File: src/rtl/clint_timer.sv
// clint_timer: memory-mapped machine timer. Holds the 64-bit mtime/mtimecmp pair,
// answers a valid/ready register bus and raises the level interrupt ti while
// mtime >= mtimecmp.
module clint_timer #(
    parameter int unsigned PRESC_DIV = 10,
    parameter logic [31:0] BASE_ADDR = 32'h0200_0000
) (
    input  logic        clk,
    input  logic        rst,
    input  logic        req_valid,
    output logic        req_ready,
    input  logic        req_we,
    input  logic [31:0] req_addr,
    input  logic [31:0] req_wdata,
    output logic        resp_valid,
    input  logic        resp_ready,
    output logic [31:0] resp_rdata,
    output logic        resp_err,
    output logic        ti
);

    localparam int unsigned   PW         = (PRESC_DIV > 1) ? $clog2(PRESC_DIV) : 1;
    localparam logic [PW-1:0] PRESC_LAST = PW'(PRESC_DIV - 1);

    localparam logic [2:0] OFF_MTIME_LO = 3'd0;
    localparam logic [2:0] OFF_MTIME_HI = 3'd1;
    localparam logic [2:0] OFF_CMP_LO   = 3'd2;
    localparam logic [2:0] OFF_CMP_HI   = 3'd3;
    localparam logic [2:0] OFF_CTRL     = 3'd4;
    localparam logic [2:0] OFF_SNAP     = 3'd5;

    logic [63:0]   mtime;
    logic [63:0]   mtimecmp;
    logic          en;
    logic [PW-1:0] presc;
    logic [31:0]   snap;

    logic          accept;
    logic [2:0]    off;
    logic          in_window;
    logic          mapped;
    logic          wr_acc;
    logic          wr_mtime_lo;
    logic          wr_mtime_hi;
    logic          wr_cmp_lo;
    logic          wr_cmp_hi;
    logic          wr_ctrl;
    logic          rd_mtime_lo;
    logic          tick;
    logic [31:0]   rd_data;
    logic          unused_addr;

    // Only one request may be outstanding, so the bus stalls while a response waits.
    assign req_ready = ~resp_valid;
    assign accept    = req_valid & req_ready;

    // Address decode: 32-byte window, word offsets 0..5 mapped, addr[1:0] ignored.
    assign off         = req_addr[4:2];
    assign in_window   = (req_addr[31:5] == BASE_ADDR[31:5]);
    assign mapped      = in_window & (off <= OFF_SNAP);
    assign unused_addr = ^req_addr[1:0];

    assign wr_acc      = accept & req_we & in_window;
    assign wr_mtime_lo = wr_acc & (off == OFF_MTIME_LO);
    assign wr_mtime_hi = wr_acc & (off == OFF_MTIME_HI);
    assign wr_cmp_lo   = wr_acc & (off == OFF_CMP_LO);
    assign wr_cmp_hi   = wr_acc & (off == OFF_CMP_HI);
    assign wr_ctrl     = wr_acc & (off == OFF_CTRL);
    assign rd_mtime_lo = accept & ~req_we & in_window & (off == OFF_MTIME_LO);

    // One mtime increment per PRESC_DIV enabled cycles.
    assign tick = en & (presc == PRESC_LAST);

    // Read mux over pre-update register values; writes and unmapped offsets read as zero.
    always_comb begin
        rd_data = 32'd0;
        if (mapped & ~req_we) begin
            case (off)
                OFF_MTIME_LO: rd_data = mtime[31:0];
                OFF_MTIME_HI: rd_data = mtime[63:32];
                OFF_CMP_LO:   rd_data = mtimecmp[31:0];
                OFF_CMP_HI:   rd_data = mtimecmp[63:32];
                OFF_CTRL:     rd_data = {31'd0, en};
                OFF_SNAP:     rd_data = snap;
                default:      rd_data = 32'd0;
            endcase
        end
    end

    // Prescaler: free-runs while enabled, restarts from zero when re-enabled.
    always_ff @(posedge clk or negedge rst) begin
        if (!rst) begin
            presc <= '0;
        end else if (wr_ctrl & ~en & req_wdata[0]) begin
            presc <= '0;
        end else if (en) begin
            presc <= (presc == PRESC_LAST) ? '0 : presc + 1'b1;
        end
    end

    // Enable bit; only bit 0 of ctrl is implemented.
    always_ff @(posedge clk or negedge rst) begin
        if (!rst) begin
            en <= 1'b1;
        end else if (wr_ctrl) begin
            en <= req_wdata[0];
        end
    end

    // mtime: a bus write replaces its half and suppresses that cycle's increment.
    always_ff @(posedge clk or negedge rst) begin
        if (!rst) begin
            mtime <= 64'd0;
        end else if (wr_mtime_lo) begin
            mtime[31:0] <= req_wdata;
        end else if (wr_mtime_hi) begin
            mtime[63:32] <= req_wdata;
        end else if (tick) begin
            mtime <= mtime + 64'd1;
        end
    end

    // mtimecmp halves written independently; resets to the never-fire value.
    always_ff @(posedge clk or negedge rst) begin
        if (!rst) begin
            mtimecmp <= '1;
        end else if (wr_cmp_lo) begin
            mtimecmp[31:0] <= req_wdata;
        end else if (wr_cmp_hi) begin
            mtimecmp[63:32] <= req_wdata;
        end
    end

    // Snapshot of the high word taken when the low word is read, for coherent 64-bit reads.
    always_ff @(posedge clk or negedge rst) begin
        if (!rst) begin
            snap <= 32'd0;
        end else if (rd_mtime_lo) begin
            snap <= mtime[63:32];
        end
    end

    // Response register: loaded on accept, held until the initiator takes it.
    always_ff @(posedge clk or negedge rst) begin
        if (!rst) begin
            resp_valid <= 1'b0;
            resp_rdata <= 32'd0;
            resp_err   <= 1'b0;
        end else if (accept) begin
            resp_valid <= 1'b1;
            resp_rdata <= rd_data;
            resp_err   <= ~mapped;
        end else if (resp_valid & resp_ready) begin
            resp_valid <= 1'b0;
        end
    end

    // Interrupt compare on the registered values, so ti lags a register change by one cycle.
    always_ff @(posedge clk or negedge rst) begin
        if (!rst) begin
            ti <= 1'b0;
        end else begin
            ti <= (mtime >= mtimecmp);
        end
    end

endmodule
File: config.mk
export PLATFORM = sky130hd
export DESIGN_NAME = clint_timer
export DESIGN_NICKNAME = d
export VERILOG_FILES = /design/src/rtl/clint_timer.sv
export SDC_FILE = /design/constraint.sdc
export NUM_CORES = 1
export LEC_CHECK = 0
export BUFFER_PORTS_ARGS = -buffer_cell sky130_fd_sc_hd__buf_2
export CAP_MARGIN = 25
export CORE_MARGIN = 8
export CORE_UTILIZATION = 35
export CTS_CLUSTER_SIZE = 20
export DETAILED_ROUTE_END_ITERATION = 10
export HOLD_SLACK_MARGIN = 0.02
export PLACE_DENSITY_LB_ADDON = 0.08
export SLEW_MARGIN = 20
export SYNTH_ARGS = -nofsm -noshare
export SYNTH_HDL_FRONTEND = slang
export SYNTH_SLANG_ARGS = --single-unit
File: constraint.sdc
create_clock -name clk -period 3.27 [get_ports clk]
set_clock_uncertainty 0.05 [all_clocks]
set_input_delay 0.654 -clock clk [delete_from_list [all_inputs] [get_ports clk]]
set_output_delay 0.654 -clock clk [all_outputs]
set_load 0.02 [all_outputs]
* Yosys cells after proc, flatten, opt, wreduce, memory -nomap -nowiden
Cells that the tools add are included.
** Word-level totals
- Logic and storage cells :: 65
- Input port bits :: 69
- Bits in registers :: 200
- Memories kept :: 0
- Latch bits :: 0
- Output and inout bits :: 36
- Memory bits (writable) :: 0
- Memory bits (read-only) :: 0
** Cells by class
- $lt $le $gt $ge :: 2
- Shift-type cells :: 0
- Equality and inequality tests :: 8
- $mul :: 0
- Reductions and logical operators :: 8
- Bitwise logic cells :: 23
- Divide/modulo/power cells :: 0
- Add/sub/neg operators :: 2
- Multiplexer cells :: 11
** Operators by type and width (count)
- case mux 32 bit (6 select lines) :: 1
- two-way mux 32 bit :: 4
- adder 64 x 1 -> 64 bit (second input constant) :: 1
- >= comparator 64 bit :: 1
- two-way mux 64 bit :: 1
- equality test 27 x 21 -> 1 bit (second input constant) :: 1
- bitwise AND 1 bit :: 17
- two-way mux 4 bit :: 3
- nonzero test 2 bit :: 4
- equality test 3 x 2 -> 1 bit (second input constant) :: 2
- equality test 3 bit (second input constant) :: 2
- inverter 1 bit :: 6
- AND reduction 2 bit :: 3
- adder 4 x 1 -> 4 bit (second input constant) :: 1
- equality test 4 bit (second input constant) :: 1
- equality test 3 x 1 -> 1 bit (second input constant) :: 1
- less-or-equal comparator 3 bit (second input constant) :: 1
- zero test 3 bit :: 1
- two-way mux 1 bit :: 2
- != test 2 bit (second input constant) :: 1

* Depth between registers and ports, before layout
- Depth after elaboration :: 8
- Gate-level depth with buffers :: 10
- Gate-level depth less buffers :: 8

* Worst setup path after synthesis
No wires, ideal clock.
- Path type :: in2reg
- Start point :: input port req_addr[23]
- End point :: register mtime[32]
- Required time :: 3.083 ns
- Path buffers :: 1
- Setup time :: 0.137 ns
- Path slack :: 0.591 ns
- Stages on the path :: 6
- Arrival :: 2.492 ns
- Cells stage by stage :: nor4b_1 -> nand4_1 -> or4_1 -> a21oi_1 -> clkbuf_1 -> a21oi_1
** On the way
- Word-level cells in the longest chain between the ends :: 5
- Elaborated cells on any way between the ends :: 8
- Those cells by class :: eq/ne: 1; mux: 1; bitwise: 4; reduce/logical: 2
** Ends and longest elaborated chain
- from (decl) :: RTL line 13 : input logic [31:0] req_addr,
- equality test 27 x 21 -> 1 bit (*) :: RTL line 59 : assign in_window = (req_addr[31:5] == BASE_ADDR[31:5]);
- bitwise AND 1 bit (*) :: RTL line 63 : assign wr_acc = accept & req_we & in_window;
- bitwise AND 1 bit (on tied branches) :: RTL line 65, 64
- nonzero test 2 bit (no source line) / inverter 1 bit (equally long branches)
- AND reduction 2 bit (no source line)
- to (signal assigned) :: RTL line 117 : mtime[63:32] <= req_wdata;
- to (signal assigned) :: RTL line 119 : mtime <= mtime + 64'd1;
- to (decl) :: RTL line 32 : logic [63:0] mtime;
Mark *: on every way between the ends. The rest lies on a longest branch, timed or not.
A chain may end at the register's enable or synchronous reset.

* Final worst setup path
- Start point :: register mtime[0]
- End point :: register mtime[63]
** On the way
- Word-level cells in the longest chain between the ends :: 3
** Ends and longest elaborated chain
- from (signal assigned) :: RTL line 115 : mtime[31:0] <= req_wdata;
- from (signal assigned) :: RTL line 119
- adder 64 x 1 -> 64 bit :: RTL line 119
- two-way mux 64 bit :: RTL line 118 : end else if (tick) begin
- two-way mux 32 bit :: RTL line 116 : end else if (wr_mtime_hi) begin
Every way passes these cells. The select of a mux whose other input is x is not followed.

==> metrics.txt <==
Tcrit/Tclk final=85.9%; Routability Congestion=0.851; most frequent cells in the layout=135 x dfrtp_1, 130 x a21oi_1, 123 x nand2_1; post-route minimum period=2810 ps; number of enable flip-flop cells after synthesis=0; Die W=204 um; DR WL/cell=23.1 um; outcome=finished clean; total track usage=21.3%; number of DRC markers in iteration 0=882; syn nets=1,445; Top Ports=105; Rows=68; Critical R2R Launch=mtime[0]; clk buf depth=2; Yosys cell types=63; Seq/Total Area, Yosys=41.2%; number of global-route vias before repair=10,600; final setup fails=0; Max Slew Vio Count=0; commonest non-fill, non-tap cell in the layout=dfrtp_1; IO Port Bufs=102; clk slew on worst S/H paths=80 ps; share of post-route cells with drive strength above 1=28.0%; Slew headroom=49.4%; Synth Register Bits=200; Hold WC Path Type=in -> async; worst slew pin tran=751 ps; initial antenna violation count=1; pwr/cell area=336 nW/um2; CORE AREA=34,600 um2; crit path DAT=3150 ps; setup bufs post-CTS=0; startpoint types=flip-flop; CP Data Required Time=3620 ps; DR vias=10,800; critical path launch point=mtime[0]; Total Power=4.83 mW; RSZ-0062 raised after global routing=false; die area=41,500 um2; fin util=41.5%; Mapped Cells=1,309; syn_area_per_cell=9.42 um2; worst reg-to-reg setup slack=460 ps; area delta synth->final=16.6%; Detail Route Antenna Nets=0; largest net degree at the start of global routing=73; DPL Wire Length=32,700 um; Vias/cell=5.72; NumNets Final=1,561; worst-skew pair later-pin latency=460 ps; Antenna Cells=0; first-pass GRT wire length=67,500 um; reg-to-reg critical path endpoint=mtime[63]; Total Wirelength=43,700 um; mapped cell area=12,300 um2; Ys Warns=0; post-cts sizing count=0; CTS tree=built; clock tree sinks=200; sum of negative setup slack=0 ps; die height=204 um; critical-path maximum fanout=6; total gr overflow=0; f_max=356 MHz; FFs w/ async S/R, synth=100%; Hold Slack=98.3 ps; worst vdd ir=0.386 mV; Post-route DRC=0; Top FF cell, synth=dfrtp_1; Post-CTS Hold Buffers=0; Worst Path Class, Setup=reg -> reg; DR pass1 iterations=5; reg2reg path depth=6; CTS Buf Count=17; Worst setup EP type=flip-flop; Lkg Pwr=5.99 nW; Starting Density=35.6%; MaxCap Viol Count=0; root buffer cell=clkbuf_16; final hold viol count=0; CTS H-Tree Depth=4
## cell type report
type / instances / area [um2]
clock buffer: 20 / 437
clock inverter: 12 / 105
fill: 3517 / 20200
inverter: 80 / 300
multi-input combinational: 944 / 6650
sequential: 200 / 5090
tap: 455 / 569
timing repair buffer: 182 / 1230
## state kept, by name, summed over array words and instances, names as in the netlist
register	cells
en	1
mtime	64
mtimecmp	64
presc	4
resp_err	1
resp_rdata	32
resp_valid	1
snap	32
ti	1
## metrics by stage
step | setup slack (ps) | std cells | cell area [um2]
2_1_floorplan | 591 | 1309 | 12300
3_3_place_gp | 219 | 1860 | 13800
3_5_place_dp | 154 | 1861 | 13800
4_1_cts | 468 | 1893 | 14400
5_1_grt | 286 | 1893 | 14400
6_report | 462 | 1893 | 14400
## worst max path at each step
stage,to,slack (ps),cells after the start
6_report,mtime[63],460,6
5_1_grt,mtime[62],290,8
4_1_cts,mtime[63],470,6
3_5_place_dp,mtime[37],150,8
3_3_place_gp,mtime[37],220,8
2_1_floorplan,mtime[32],590,6
## report_power, final
part | internal [mW] | switching [mW] | leakage [nW] | total (mW)
Clock | 1.05 | 1.00 | 0.263 | 2.05
Sequential | 2.48 | 0.00139 | 2.36 | 2.48
Combinational | 0.0904 | 0.210 | 3.37 | 0.301
## cells in the mapped netlist (all sizes together) (7+ instances only)
cell type / instances / area [um2]
o22ai: 35 / 219
clkbuf: 64 / 240
a21oi: 133 / 669
nor2b: 20 / 125
o31ai: 13 / 97.6
a22o: 16 / 140
inv: 80 / 300
mux4: 15 / 338
o21ai: 94 / 470
mux2: 90 / 1010
buf: 21 / 98.9
dfstp: 65 / 1710
and3: 9 / 56.3
nand4: 44 / 282
or4: 11 / 90.1
a21o: 15 / 113
nand2b: 9 / 56.3
nor2: 48 / 180
and4: 10 / 87.6
ha: 67 / 838
nor3: 14 / 75.1
nand2: 123 / 462
o32ai: 7 / 61.3
a22oi: 32 / 240
nand3: 36 / 180
nor4: 16 / 106
a2bb2oi: 9 / 78.8
dfrtp: 135 / 3380
and2: 9 / 56.3
## per-layer routing
| metal | track usage [%] | wire length, um |
|---|---|---|
| met5 | 0 | 0 |
| met4 | 7.56 | 1190 |
| met3 | 3.87 | 2670 |
| met2 | 31.7 | 19000 |
| met1 | 30.4 | 20900 |
## cells by family (layout without fill, tap and decap cells)
| logic type | count (synthesis) | in the layout | share of synthesized area (%) |
|---|---|---|---|
| AND/OR/NAND/NOR | 366 | 366 | 15.3 |
| adder cells (fa/ha/maj) | 67 | 67 | 6.80 |
| buffers and inverters | 165 | 294 | 5.18 |
| AO/OA/AOI/OAI | 400 | 400 | 20.1 |
| flip-flops | 200 | 200 | 41.2 |
| multiplexers | 111 | 111 | 11.4 |
## worst max-delay path, stage by stage (launching register included)
cell     delay (ps)
dfrtp_1         490
and4_1          490
nand2_1         120
or4_1           690
or2_1           340
or4_1           480
nand3_1          90
Note: power is estimated with default switching activity, not from simulation.
